File: src/rtl/pipe_pkg.sv
// Shared pipeline definitions: control bundle layout and bubble constant
// used by the ID/EX, EX/MEM and MEM/WB registers.
package pipe_pkg;

    localparam int ALUOP_W = 4;
    localparam logic [4:0] REG_ZERO = 5'd0;

    typedef struct packed {
        logic reg_write;
        logic mem_read;
        logic mem_write;
        logic mem_to_reg;
        logic alu_src;
        logic reg_dst;
    } ctrl_t;

    localparam ctrl_t BUBBLE = '0;

endpackage

File: src/rtl/load_use_detect.sv
// Load-use hazard detector: a load in EX whose destination is read
// by the instruction currently in ID.
module load_use_detect
    import pipe_pkg::*;
(
    input  logic       ex_valid,
    input  logic       ex_mem_read,
    input  logic [4:0] ex_rt,
    input  logic [4:0] id_rs,
    input  logic [4:0] id_rt,
    input  logic       id_uses_rt,
    output logic       load_use
);

    logic rs_hit;
    logic rt_hit;

    always_comb begin
        rs_hit   = (ex_rt == id_rs);
        rt_hit   = id_uses_rt && (ex_rt == id_rt);
        load_use = ex_valid && ex_mem_read &&
                   (ex_rt != REG_ZERO) && (rs_hit || rt_hit);
    end

endmodule

File: src/rtl/id_ex_stage_reg.sv
// ID/EX pipeline register with load-use bubble insertion, branch flush,
// memory-stage hold and a saturating bubble counter.
module id_ex_stage_reg #(
    parameter int DATA_W  = 32,
    parameter int ALUOP_W = 4,
    parameter int CNT_W   = 16
) (
    input  logic               clk,
    input  logic               reset,
    input  logic               Hold,
    input  logic               Flush,
    input  logic [4:0]         IF_ID_RegisterRs,
    input  logic [4:0]         IF_ID_RegisterRt,
    input  logic [4:0]         IF_ID_RegisterRd,
    input  logic               ID_UsesRt,
    input  logic               ID_RegWrite,
    input  logic               ID_MemRead,
    input  logic               ID_MemWrite,
    input  logic               ID_MemtoReg,
    input  logic               ID_ALUSrc,
    input  logic               ID_RegDst,
    input  logic [ALUOP_W-1:0] ID_ALUOp,
    input  logic [DATA_W-1:0]  ID_ReadData1,
    input  logic [DATA_W-1:0]  ID_ReadData2,
    input  logic [DATA_W-1:0]  ID_Imm,
    input  logic [DATA_W-1:0]  ID_PC4,
    output logic               PCWrite,
    output logic               IF_ID_Write,
    output logic               ID_EX_Valid,
    output logic [4:0]         ID_EX_RegisterRs,
    output logic [4:0]         ID_EX_RegisterRt,
    output logic [4:0]         ID_EX_RegisterRd,
    output logic               ID_EX_RegWrite,
    output logic               ID_EX_MemRead,
    output logic               ID_EX_MemWrite,
    output logic               ID_EX_MemtoReg,
    output logic               ID_EX_ALUSrc,
    output logic               ID_EX_RegDst,
    output logic [ALUOP_W-1:0] ID_EX_ALUOp,
    output logic [DATA_W-1:0]  ID_EX_ReadData1,
    output logic [DATA_W-1:0]  ID_EX_ReadData2,
    output logic [DATA_W-1:0]  ID_EX_Imm,
    output logic [DATA_W-1:0]  ID_EX_PC4,
    output logic [CNT_W-1:0]   StallCount
);

    import pipe_pkg::*;

    logic               valid_q, valid_d;
    logic [4:0]         rs_q, rs_d;
    logic [4:0]         rt_q, rt_d;
    logic [4:0]         rd_q, rd_d;
    ctrl_t              ctrl_q, ctrl_d;
    logic [ALUOP_W-1:0] alu_op_q, alu_op_d;
    logic [DATA_W-1:0]  rd1_q, rd1_d;
    logic [DATA_W-1:0]  rd2_q, rd2_d;
    logic [DATA_W-1:0]  imm_q, imm_d;
    logic [DATA_W-1:0]  pc4_q, pc4_d;
    logic [CNT_W-1:0]   cnt_q, cnt_d;
    logic               load_use;
    logic               bubble;
    ctrl_t              id_ctrl;

    load_use_detect u_lud (
        .ex_valid    (valid_q),
        .ex_mem_read (ctrl_q.mem_read),
        .ex_rt       (rt_q),
        .id_rs       (IF_ID_RegisterRs),
        .id_rt       (IF_ID_RegisterRt),
        .id_uses_rt  (ID_UsesRt),
        .load_use    (load_use)
    );

    always_comb begin
        id_ctrl.reg_write  = ID_RegWrite;
        id_ctrl.mem_read   = ID_MemRead;
        id_ctrl.mem_write  = ID_MemWrite;
        id_ctrl.mem_to_reg = ID_MemtoReg;
        id_ctrl.alu_src    = ID_ALUSrc;
        id_ctrl.reg_dst    = ID_RegDst;
    end

    // Flush beats hold beats load-use; only a real load-use bubble counts.
    always_comb begin
        valid_d  = valid_q;
        rs_d     = rs_q;
        rt_d     = rt_q;
        rd_d     = rd_q;
        ctrl_d   = ctrl_q;
        alu_op_d = alu_op_q;
        rd1_d    = rd1_q;
        rd2_d    = rd2_q;
        imm_d    = imm_q;
        pc4_d    = pc4_q;
        cnt_d    = cnt_q;
        bubble   = 1'b0;
        if (Flush) begin
            bubble = 1'b1;
        end else if (Hold) begin
            bubble = 1'b0;
        end else if (load_use) begin
            bubble = 1'b1;
            if (cnt_q != {CNT_W{1'b1}}) begin
                cnt_d = cnt_q + 1'b1;
            end
        end else begin
            valid_d  = 1'b1;
            rs_d     = IF_ID_RegisterRs;
            rt_d     = IF_ID_RegisterRt;
            rd_d     = IF_ID_RegisterRd;
            ctrl_d   = id_ctrl;
            alu_op_d = ID_ALUOp;
            rd1_d    = ID_ReadData1;
            rd2_d    = ID_ReadData2;
            imm_d    = ID_Imm;
            pc4_d    = ID_PC4;
        end
        if (bubble) begin
            valid_d  = 1'b0;
            rs_d     = REG_ZERO;
            rt_d     = REG_ZERO;
            rd_d     = REG_ZERO;
            ctrl_d   = BUBBLE;
            alu_op_d = '0;
            rd1_d    = '0;
            rd2_d    = '0;
            imm_d    = '0;
            pc4_d    = '0;
        end
    end

    always_ff @(posedge clk) begin
        if (reset) begin
            valid_q  <= 1'b0;
            rs_q     <= REG_ZERO;
            rt_q     <= REG_ZERO;
            rd_q     <= REG_ZERO;
            ctrl_q   <= BUBBLE;
            alu_op_q <= '0;
            rd1_q    <= '0;
            rd2_q    <= '0;
            imm_q    <= '0;
            pc4_q    <= '0;
            cnt_q    <= '0;
        end else begin
            valid_q  <= valid_d;
            rs_q     <= rs_d;
            rt_q     <= rt_d;
            rd_q     <= rd_d;
            ctrl_q   <= ctrl_d;
            alu_op_q <= alu_op_d;
            rd1_q    <= rd1_d;
            rd2_q    <= rd2_d;
            imm_q    <= imm_d;
            pc4_q    <= pc4_d;
            cnt_q    <= cnt_d;
        end
    end

    always_comb begin
        PCWrite          = !(load_use || Hold);
        IF_ID_Write      = !(load_use || Hold);
        ID_EX_Valid      = valid_q;
        ID_EX_RegisterRs = rs_q;
        ID_EX_RegisterRt = rt_q;
        ID_EX_RegisterRd = rd_q;
        ID_EX_RegWrite   = ctrl_q.reg_write;
        ID_EX_MemRead    = ctrl_q.mem_read;
        ID_EX_MemWrite   = ctrl_q.mem_write;
        ID_EX_MemtoReg   = ctrl_q.mem_to_reg;
        ID_EX_ALUSrc     = ctrl_q.alu_src;
        ID_EX_RegDst     = ctrl_q.reg_dst;
        ID_EX_ALUOp      = alu_op_q;
        ID_EX_ReadData1  = rd1_q;
        ID_EX_ReadData2  = rd2_q;
        ID_EX_Imm        = imm_q;
        ID_EX_PC4        = pc4_q;
        StallCount       = cnt_q;
    end

endmodule
File: config.mk
export PLATFORM = sky130hd
export DESIGN_NAME = id_ex_stage_reg
export DESIGN_NICKNAME = d
export VERILOG_FILES = /design/src/rtl/pipe_pkg.sv /design/src/rtl/load_use_detect.sv /design/src/rtl/id_ex_stage_reg.sv
export SDC_FILE = /design/constraint.sdc
export NUM_CORES = 1
export LEC_CHECK = 0
export CAP_MARGIN = 40
export CORE_ASPECT_RATIO = 0.6
export CORE_UTILIZATION = 42
export CTS_BUF_LIST = sky130_fd_sc_hd__clkbuf_16
export DETAILED_ROUTE_END_ITERATION = 10
export PLACE_DENSITY = 0.85
export SLEW_MARGIN = 25
export SYNTH_ARGS = -nofsm -noshare
export SYNTH_HDL_FRONTEND = slang
export SYNTH_HIERARCHICAL = 1
export SYNTH_SLANG_ARGS = --single-unit
export TNS_END_PERCENT = 20
File: constraint.sdc
create_clock -name clk -period 7.1 [get_ports clk]
set_input_delay 1.065 -clock clk [delete_from_list [all_inputs] [get_ports clk]]
set_output_delay 1.065 -clock clk [all_outputs]
set_load 0.05 [all_outputs]
==> results.rst, run 1 <==
.. list-table::
   :header-rows: 1

   * - Metric
     - Value
   * - Power density over the cells
     - 215 nW/um^2
   * - Antenna violations before repair
     - 0
   * - Detailed Routing Iterations Pass 1
     - 5
   * - Setup slack of the worst register-to-register path
     - 4.08 ns
   * - Number of distinct standard cells referenced by the synthesized netlist
     - 38
   * - Clock transition at path regs
     - 0.07 ns
   * - Cells after synthesis
     - 796
   * - Critical path capture point type
     - output port
   * - Routed wire length
     - 20.1 mm
   * - Count of boundary I/O pins
     - 330
   * - Highest clock rate
     - 0.221 GHz
   * - Main combinational cell family by area after synthesis
     - simple AND/OR/NAND/NOR gates
   * - Largest voltage drop on the vdd net
     - 0.171 mV
   * - Fraction of layout cells with a size suffix above 1
     - 4.41%
   * - Vias in the first global route
     - 5691
   * - Violation count after the first detailed-routing iteration
     - 532
   * - Die Width
     - 160 um
   * - Power Total
     - 2.22 mW
   * - Cell count of the worst reg-to-reg path
     - 8
   * - H-tree Lvls
     - 4
   * - Resized Gates After CTS
     - 0
   * - Global routing met1 resource utilization
     - 31.5%
   * - Wire length of the first global-routing pass
     - 30.1 mm
   * - Number of nets produced by synthesis
     - 955
   * - Largest area contributor in the synthesized netlist
     - sky130_fd_sc_hd__dfxtp_1
   * - Post-synthesis share of cell area spent on and, or, nand and nor gates
     - 24.6%
   * - Number of endpoints failing setup at the final stage
     - 0
   * - Global-route usage over all layers
     - 24.8%
   * - Fin Clk Skew
     - 0.0173 ns
   * - Share of synthesized cell area in full adder, half adder and majority cells
     - 0.200%
   * - Max-slew violations
     - 0
   * - Residual overflow from global routing
     - 0
   * - Average instance area after synthesis
     - 7.87 um^2
   * - Final worst hold slack
     - 0.453 ns
   * - Number of antenna cells inserted
     - 0
   * - Gpl congestion
     - 0.896
   * - Number of warnings reported in the yosys synthesis log
     - 6
   * - Clk_lat worst skew
     - 0.42 ns
   * - Post-CTS Hold Fix Bufs
     - 0
   * - Filler Cells Inserted
     - 1133
   * - Root buffer selected by CTS
     - sky130_fd_sc_hd__clkbuf_16
   * - Final hold vios
     - 0
   * - Global routing usage on met3
     - 7.43%
   * - Row Count
     - 34
   * - Synthesis-stage register bit count
     - 170
   * - Worst setup path startpoint
     - IF_ID_RegisterRt[2]
   * - CTS Buf Count
     - 17
   * - Worst reg2reg path startpoint
     - ID_EX_RegisterRt[3]$_SDFFE_PP0P_
   * - Share of the clock period used by the worst path after layout
     - 63.8%
   * - Critical path data arrival time
     - 3.46 ns
   * - Die Y
     - 96.6 um
   * - Post-synthesis instance area
     - 6260 um^2
   * - Via count of the routed design
     - 6490
   * - Compound-gate portion of the synthesized area
     - 15.8%
   * - # nets final
     - 1258
   * - Crit path time final
     - 4.53 ns
   * - Port buffer count
     - 329
   * - Buffers inserted by post-CTS timing repair
     - 0
   * - Clock tree buffer depth
     - 2
   * - Effective utilization at floorplan
     - 43.2%
   * - Reported leakage power
     - 3.56 nW
   * - Relative slew slack
     - 48.3%
   * - Leading post-synthesis cells by cell area
     - sky130_fd_sc_hd__dfxtp_1 (54%), sky130_fd_sc_hd__nand2_1 (19%), sky130_fd_sc_hd__a21oi_1 (13%)
   * - Critical path destination
     - PCWrite
   * - TritonCTS clock tree
     - yes
   * - Global-route track usage on met2
     - 41.2%
   * - Outcome
     - complete, no violations
   * - Hpwl dp
     - 14.3 mm
   * - Max-cap violation count
     - 0
   * - Required arrival time at the worst endpoint
     - 6.03 ns
   * - Post-route ant nets
     - 0
   * - Wirelength per Cell
     - 15.3 um
   * - Register area share after synthesis
     - 54.3%
   * - Pin slew with the least headroom to its limit
     - 0.773 ns
   * - Critical-path maximum fanout
     - 6
   * - Category of the critical setup timing path
     - in2out
   * - Maximum number of pins on one net before global-route repair
     - 73
   * - Nature of the critical path startpoint
     - primary input
   * - Unrepaired setup endpoints after global routing
     - no
   * - Clk sinks
     - 170
   * - Most crowded layer after global routing
     - met2
   * - Sum of negative setup slack
     - 0 ns
   * - Xor/xnor cell area share of the yosys netlist
     - 1.40%
   * - Die outline area
     - 15400 um^2
   * - Core Footprint
     - 14500 um^2
   * - Post-synth top area share
     - 54.3%
   * - Type of the tightest min-delay check
     - reg2reg
   * - Mux share of post-synthesis cell area
     - 0%
   * - Vias per cell
     - 4.95
   * - Drt drc
     - 0
   * - Capturing point of the worst reg2reg path
     - StallCount[11]$_SDFFE_PP0P_
   * - Growth of design area from synthesis to finish
     - 65.0%
[cells in the final DEF, fill, tap and decap left out, types with 4 or more instances in the layout]
master                            instances
sky130_fd_sc_hd__clkdlybuf4s50_1        329
sky130_fd_sc_hd__nor2_1                   8
sky130_fd_sc_hd__or3_1                    4
sky130_fd_sc_hd__inv_6                    5
sky130_fd_sc_hd__nand2_1                312
sky130_fd_sc_hd__or4_1                    7
sky130_fd_sc_hd__nor3_1                   5
sky130_fd_sc_hd__buf_4                    6
sky130_fd_sc_hd__dfxtp_1                170
sky130_fd_sc_hd__inv_1                    4
sky130_fd_sc_hd__o31ai_1                  6
sky130_fd_sc_hd__xor2_1                   7
sky130_fd_sc_hd__nand3_1                 10
sky130_fd_sc_hd__nand4_1                  6
sky130_fd_sc_hd__a21oi_1                168
sky130_fd_sc_hd__clkbuf_16               17
[critical path, stage by stage]
cell                              delay (ns)
sky130_fd_sc_hd__clkdlybuf4s50_1        0.45
sky130_fd_sc_hd__xor2_1                 0.16
sky130_fd_sc_hd__nor4_1                 0.29
sky130_fd_sc_hd__nand3_1                0.12
sky130_fd_sc_hd__a21oi_1                0.50
sky130_fd_sc_hd__nor2_1                 0.13
sky130_fd_sc_hd__clkdlybuf4s50_1        0.74
[layout make-up]
cell class                      instances  area (um^2)  share of cell area, %
Clock buffer                           17          425                   4.12
Clock inverter                         15          180                   1.74
Multi-Input combinational cell        568         2650                   25.6
Inverter                                3         11.3                  0.109
Tap cell                              198          248                   2.40
Sequential cell                       170         3400                   32.9
Timing Repair Buffer                  339         3420                   33.1
[registers in the layout, indices dropped and copies added (netlist names), 4 cells and up]
name              count
ID_EX_RegisterRs      5
ID_EX_Imm            32
ID_EX_ReadData1      32
StallCount           16
ID_EX_RegisterRt      5
ID_EX_ALUOp           4
ID_EX_RegisterRd      5
ID_EX_PC4            32
ID_EX_ReadData2      32
[routing by layer]
metal	wire length [um]	part of all wire [%]
met3	1390	6.9
met2	9740	49
met1	8640	43
met5	0	0
met4	291	1.5
[cell usage after synthesis]
library cell and count:
sky130_fd_sc_hd__a21oi_1 168, sky130_fd_sc_hd__a311oi_1 1, sky130_fd_sc_hd__a31oi_1 3, sky130_fd_sc_hd__a32oi_1 1, sky130_fd_sc_hd__and3_1 3, sky130_fd_sc_hd__and3b_1 1, sky130_fd_sc_hd__and4_1 1, sky130_fd_sc_hd__buf_1 7
sky130_fd_sc_hd__buf_2 9, sky130_fd_sc_hd__buf_4 1, sky130_fd_sc_hd__clkbuf_1 38, sky130_fd_sc_hd__dfxtp_1 170, sky130_fd_sc_hd__ha_1 1, sky130_fd_sc_hd__inv_1 3, sky130_fd_sc_hd__nand2_1 312, sky130_fd_sc_hd__nand2b_1 1
sky130_fd_sc_hd__nand3_1 10, sky130_fd_sc_hd__nand4_1 6, sky130_fd_sc_hd__nand4_4 1, sky130_fd_sc_hd__nor2_1 8, sky130_fd_sc_hd__nor2b_1 1, sky130_fd_sc_hd__nor3_1 6, sky130_fd_sc_hd__nor3b_4 1, sky130_fd_sc_hd__nor4_1 3
sky130_fd_sc_hd__nor4_2 1, sky130_fd_sc_hd__o211ai_1 2, sky130_fd_sc_hd__o211ai_2 1, sky130_fd_sc_hd__o21ai_0 3, sky130_fd_sc_hd__o21ai_1 1, sky130_fd_sc_hd__o31ai_1 6, sky130_fd_sc_hd__o41ai_1 2, sky130_fd_sc_hd__or2_2 1
sky130_fd_sc_hd__or3_1 4, sky130_fd_sc_hd__or3_2 1, sky130_fd_sc_hd__or3b_1 1, sky130_fd_sc_hd__or4_1 7, sky130_fd_sc_hd__xnor2_1 3, sky130_fd_sc_hd__xor2_1 7
[cell families (layout without fill, tap and decap cells)]
family,count (synthesis),after routing
AOI/OAI and AO/OA,188,188
DFF,170,170
and+or+nand+nor,369,369
xor gates and xnor gates,10,10
adders and majority gates,1,1
buffers and inverters,58,374
[how the worst min path moves through the flow]
stage                                           startpoint                                to  cells past startpoint
final                            ID_EX_Imm[6]$_SDFFE_PP0P_         ID_EX_Imm[6]$_SDFFE_PP0P_                      2
after floorplan                 ID_EX_Imm[18]$_SDFFE_PP0P_        ID_EX_Imm[18]$_SDFFE_PP0P_                      2
after detailed placement        ID_EX_PC4[19]$_SDFFE_PP0P_        ID_EX_PC4[19]$_SDFFE_PP0P_                      2
after global placement          ID_EX_Imm[26]$_SDFFE_PP0P_        ID_EX_Imm[26]$_SDFFE_PP0P_                      2
after CTS                       ID_EX_Imm[16]$_SDFFE_PP0P_        ID_EX_Imm[16]$_SDFFE_PP0P_                      2
after global routing      ID_EX_ReadData1[31]$_SDFFE_PP0P_  ID_EX_ReadData1[31]$_SDFFE_PP0P_                      2
[where the power goes]
part	internal, mW	switching [mW]	leakage (nW)
logic	0.131	0.156	1.89
clock network	0.534	0.416	0.291
registers	0.972	0.0106	1.38
total	1.64	0.583	3.56
[stage by stage]
stage                     std cells  setup slack (ns)  instance area [um^2]  utilization (%)
after floorplan                 796              3.56                  6260                -
after global placement         1274              2.62                  9650             66.5
after detailed placement       1277              2.63                  9720             67.0
after CTS                      1309              2.63                 10300             71.2
after global routing           1310              2.42                 10300             71.2
final                          1310              2.57                 10300             71.2
Note: power is estimated with default switching activity, not from simulation.
==> inputs of run 2 (changes only) <==
--- a/config.mk
+++ b/config.mk
@@ -7,10 +7,10 @@
 export LEC_CHECK = 0
 export CAP_MARGIN = 40
 export CORE_ASPECT_RATIO = 0.6
-export CORE_UTILIZATION = 42
+export CORE_UTILIZATION = 36
 export CTS_BUF_LIST = sky130_fd_sc_hd__clkbuf_16
 export DETAILED_ROUTE_END_ITERATION = 10
-export PLACE_DENSITY = 0.85
+export PLACE_DENSITY = 0.77
 export SLEW_MARGIN = 25
 export SYNTH_ARGS = -nofsm -noshare
 export SYNTH_HDL_FRONTEND = slang
==> constraint.sdc (replaced) <==
create_clock -name clk -period 3.9 [get_ports clk]
set_input_delay 0.585 -clock clk [delete_from_list [all_inputs] [get_ports clk]]
set_output_delay 0.585 -clock clk [all_outputs]
set_load 0.05 [all_outputs]
==> run 2 against run 1 <==
Clock-buffer cell count did not move; sequential share of layout area fell by 0.21 points; clock power rose by 82%; largest cell class unchanged; register-to-register slack got worse by 2.9 ns; via count fell by 1.1%.
==> results.rst, run 2 (same netlist as run 1, synthesis figures left out) <==
.. list-table::
   :header-rows: 1

   * - Metric
     - Value
   * - Crit path time final
     - 3.18 ns
   * - Gpl congestion
     - 0.831
   * - Number of antenna cells inserted
     - 0
   * - Nature of the critical path startpoint
     - primary input
   * - Filler Cells Inserted
     - 1427
   * - Largest incremental delay on the critical path
     - 0.72 ns
   * - Critical path data arrival time
     - 2.59 ns
   * - CP max-delay cell
     - sky130_fd_sc_hd__clkdlybuf4s50_1
   * - Highest clock rate
     - 0.315 GHz
   * - Largest voltage drop on the vdd net
     - 0.260 mV
   * - Hpwl dp
     - 14.3 mm
   * - TritonCTS clock tree
     - yes
   * - Row Count
     - 36
   * - Critical-path maximum fanout
     - 2
   * - Number of endpoints failing setup at the final stage
     - 0
   * - Core Footprint
     - 16600 um^2
   * - Relative slew slack
     - 50.4%
   * - Unrepaired setup endpoints after global routing
     - no
   * - Clock transition at path regs
     - 0.06 ns
   * - Maximum number of pins on one net before global-route repair
     - 80
   * - Count of boundary I/O pins
     - 330
   * - Outcome
     - complete, no violations
   * - Commonest non-fill, non-tap cell in the layout
     - sky130_fd_sc_hd__clkdlybuf4s50_1
   * - Power Total
     - 4.04 mW
   * - Die Width
     - 172 um
   * - CTS Buf Count
     - 17
   * - Top routing layer in use
     - met4
   * - Most frequent cells in the layout
     - sky130_fd_sc_hd__clkdlybuf4s50_1 (329), sky130_fd_sc_hd__nand2_1 (312), sky130_fd_sc_hd__dfxtp_1 (170), sky130_fd_sc_hd__a21oi_1 (168), sky130_fd_sc_hd__clkbuf_16 (17)
   * - Reported leakage power
     - 3.58 nW
   * - Metal1 wirelength
     - 8.32 mm
   * - H-tree Lvls
     - 4
   * - Root buffer selected by CTS
     - sky130_fd_sc_hd__clkbuf_16
   * - Post-CTS Hold Fix Bufs
     - 0
   * - Global-route usage over all layers
     - 21.8%
   * - Detailed Routing Iterations Pass 1
     - 4
   * - Met3 Routed Length
     - 1.77 mm
   * - Buffers inserted by post-CTS timing repair
     - 0
   * - Post-route ant nets
     - 0
   * - Wire length of the first global-routing pass
     - 31.2 mm
   * - Pin slew with the least headroom to its limit
     - 0.741 ns
   * - Growth of design area from synthesis to finish
     - 66.1%
   * - Drt drc
     - 0
   * - Clk sinks
     - 170
   * - Clock tree buffer depth
     - 2
   * - # nets final
     - 1261
   * - Vias per cell
     - 4.78
   * - Critical path capture point type
     - output port
   * - Port buffer count
     - 329
   * - Vias in the first global route
     - 6062
   * - Finished layout cell area
     - 10400 um^2
   * - Type of the tightest min-delay check
     - reg2reg
   * - Cell area reported after detailed placement
     - 9790 um^2
   * - Max-cap violation count
     - 0
   * - Routed wire length
     - 19.8 mm
   * - Effective utilization at floorplan
     - 37.7%
   * - Category of the critical setup timing path
     - in2out
   * - Worst reg2reg path startpoint
     - ID_EX_RegisterRt[2]$_SDFFE_PP0P_
   * - Fin Clk Skew
     - 0.0134 ns
   * - Share of the clock period used by the worst path after layout
     - 81.5%
   * - Antenna violations before repair
     - 0
   * - Power density over the cells
     - 388 nW/um^2
   * - Hold Path Origin
     - ID_EX_ReadData1[20]$_SDFFE_PP0P_
   * - Critical Path Most Common Cell
     - sky130_fd_sc_hd__clkdlybuf4s50_1
   * - Cells along the critical path
     - clkdlybuf4s50_1 -> xor2_1 -> nor4_1 -> nand3_1 -> a21oi_1 -> nor2_1 -> clkdlybuf4s50_1
   * - Sum of negative setup slack
     - 0 ns
   * - Residual overflow from global routing
     - 0
   * - Final worst hold slack
     - 0.453 ns
   * - Die Y
     - 104 um
   * - Total length of routed met2 wires
     - 9.45 mm
   * - Worst setup path startpoint
     - IF_ID_RegisterRt[2]
   * - Final hold vios
     - 0
   * - Clk_lat worst skew
     - 0.41 ns
   * - Fraction of layout cells with a size suffix above 1
     - 4.66%
   * - Die outline area
     - 17900 um^2
   * - Violation count after the first detailed-routing iteration
     - 358
   * - Wirelength per Cell
     - 14.7 um
   * - Required arrival time at the worst endpoint
     - 3.31 ns
   * - Max-slew violations
     - 0
   * - Resized Gates After CTS
     - 0
   * - Via count of the routed design
     - 6420
## run 2: cell count changes in the layout (fill, tap and decap cells not counted)
| cell | change |
|---|---|
| sky130_fd_sc_hd__buf_4 | +1 |
| sky130_fd_sc_hd__clkinv_4 | +1 |
| sky130_fd_sc_hd__clkinv_8 | -1 |
| sky130_fd_sc_hd__inv_8 | +1 |
| sky130_fd_sc_hd__buf_16 | -2 |
| sky130_fd_sc_hd__clkinvlp_4 | -1 |
| sky130_fd_sc_hd__buf_12 | +4 |
## run 2: per-stage QoR
step / util [%] / std cells / setup slack (ns)
2_1_floorplan: - / 796 / 0.957
3_3_place_gp: 58.9 / 1310 / 0.728
3_5_place_dp: 58.9 / 1310 / 0.688
4_1_cts: 62.5 / 1342 / 0.709
5_1_grt: 62.6 / 1343 / 0.576
6_report: 62.6 / 1343 / 0.721
## run 2: path summary, 6_finish.rpt
check / end / slack, ns / cells past startpoint
setup / recovery: IF_ID_Write / 0.72 / 7
hold / removal: ID_EX_ReadData1[20]$_SDFFE_PP0P_ / 0.45 / 2
setup reg to reg: ID_EX_ReadData1[26]$_SDFFE_PP0P_ / 1.22 / 9
hold reg to reg: ID_EX_ReadData1[20]$_SDFFE_PP0P_ / 0.45 / 2
## run 2: area by class of cell
type | count | area (um^2) | area share, %
timing repair buffer | 342 | 3450 | 33.2
sequential | 170 | 3400 | 32.7
multi-input combinational | 568 | 2650 | 25.4
clock buffer | 17 | 425 | 4.09
tap | 228 | 285 | 2.74
clock inverter | 15 | 176 | 1.70
inverter | 3 | 11.3 | 0.108
## run 2: critical path, delay by kind of cell
kind	cells	cell delay (ns)
buffers and inverters	2	1.16
XOR/XNOR	1	0.16
AND/OR/NAND/NOR	3	0.47
AO/OA/AOI/OAI	1	0.21
## run 2: power breakdown
| part | switching (mW) | total, mW | internal (mW) |
|---|---|---|---|
| registers | 0.0186 | 1.79 | 1.77 |
| logic | 0.282 | 0.522 | 0.240 |
| clock network | 0.756 | 1.73 | 0.973 |
## run 2: metal layers
layer / global-route usage (%) / vias to the layer above
met1: 26.3 / 2943
met5: 0 / -
met2: 36.6 / 217
met4: 5.56 / 0
li1: - / 3241
met3: 7.76 / 19
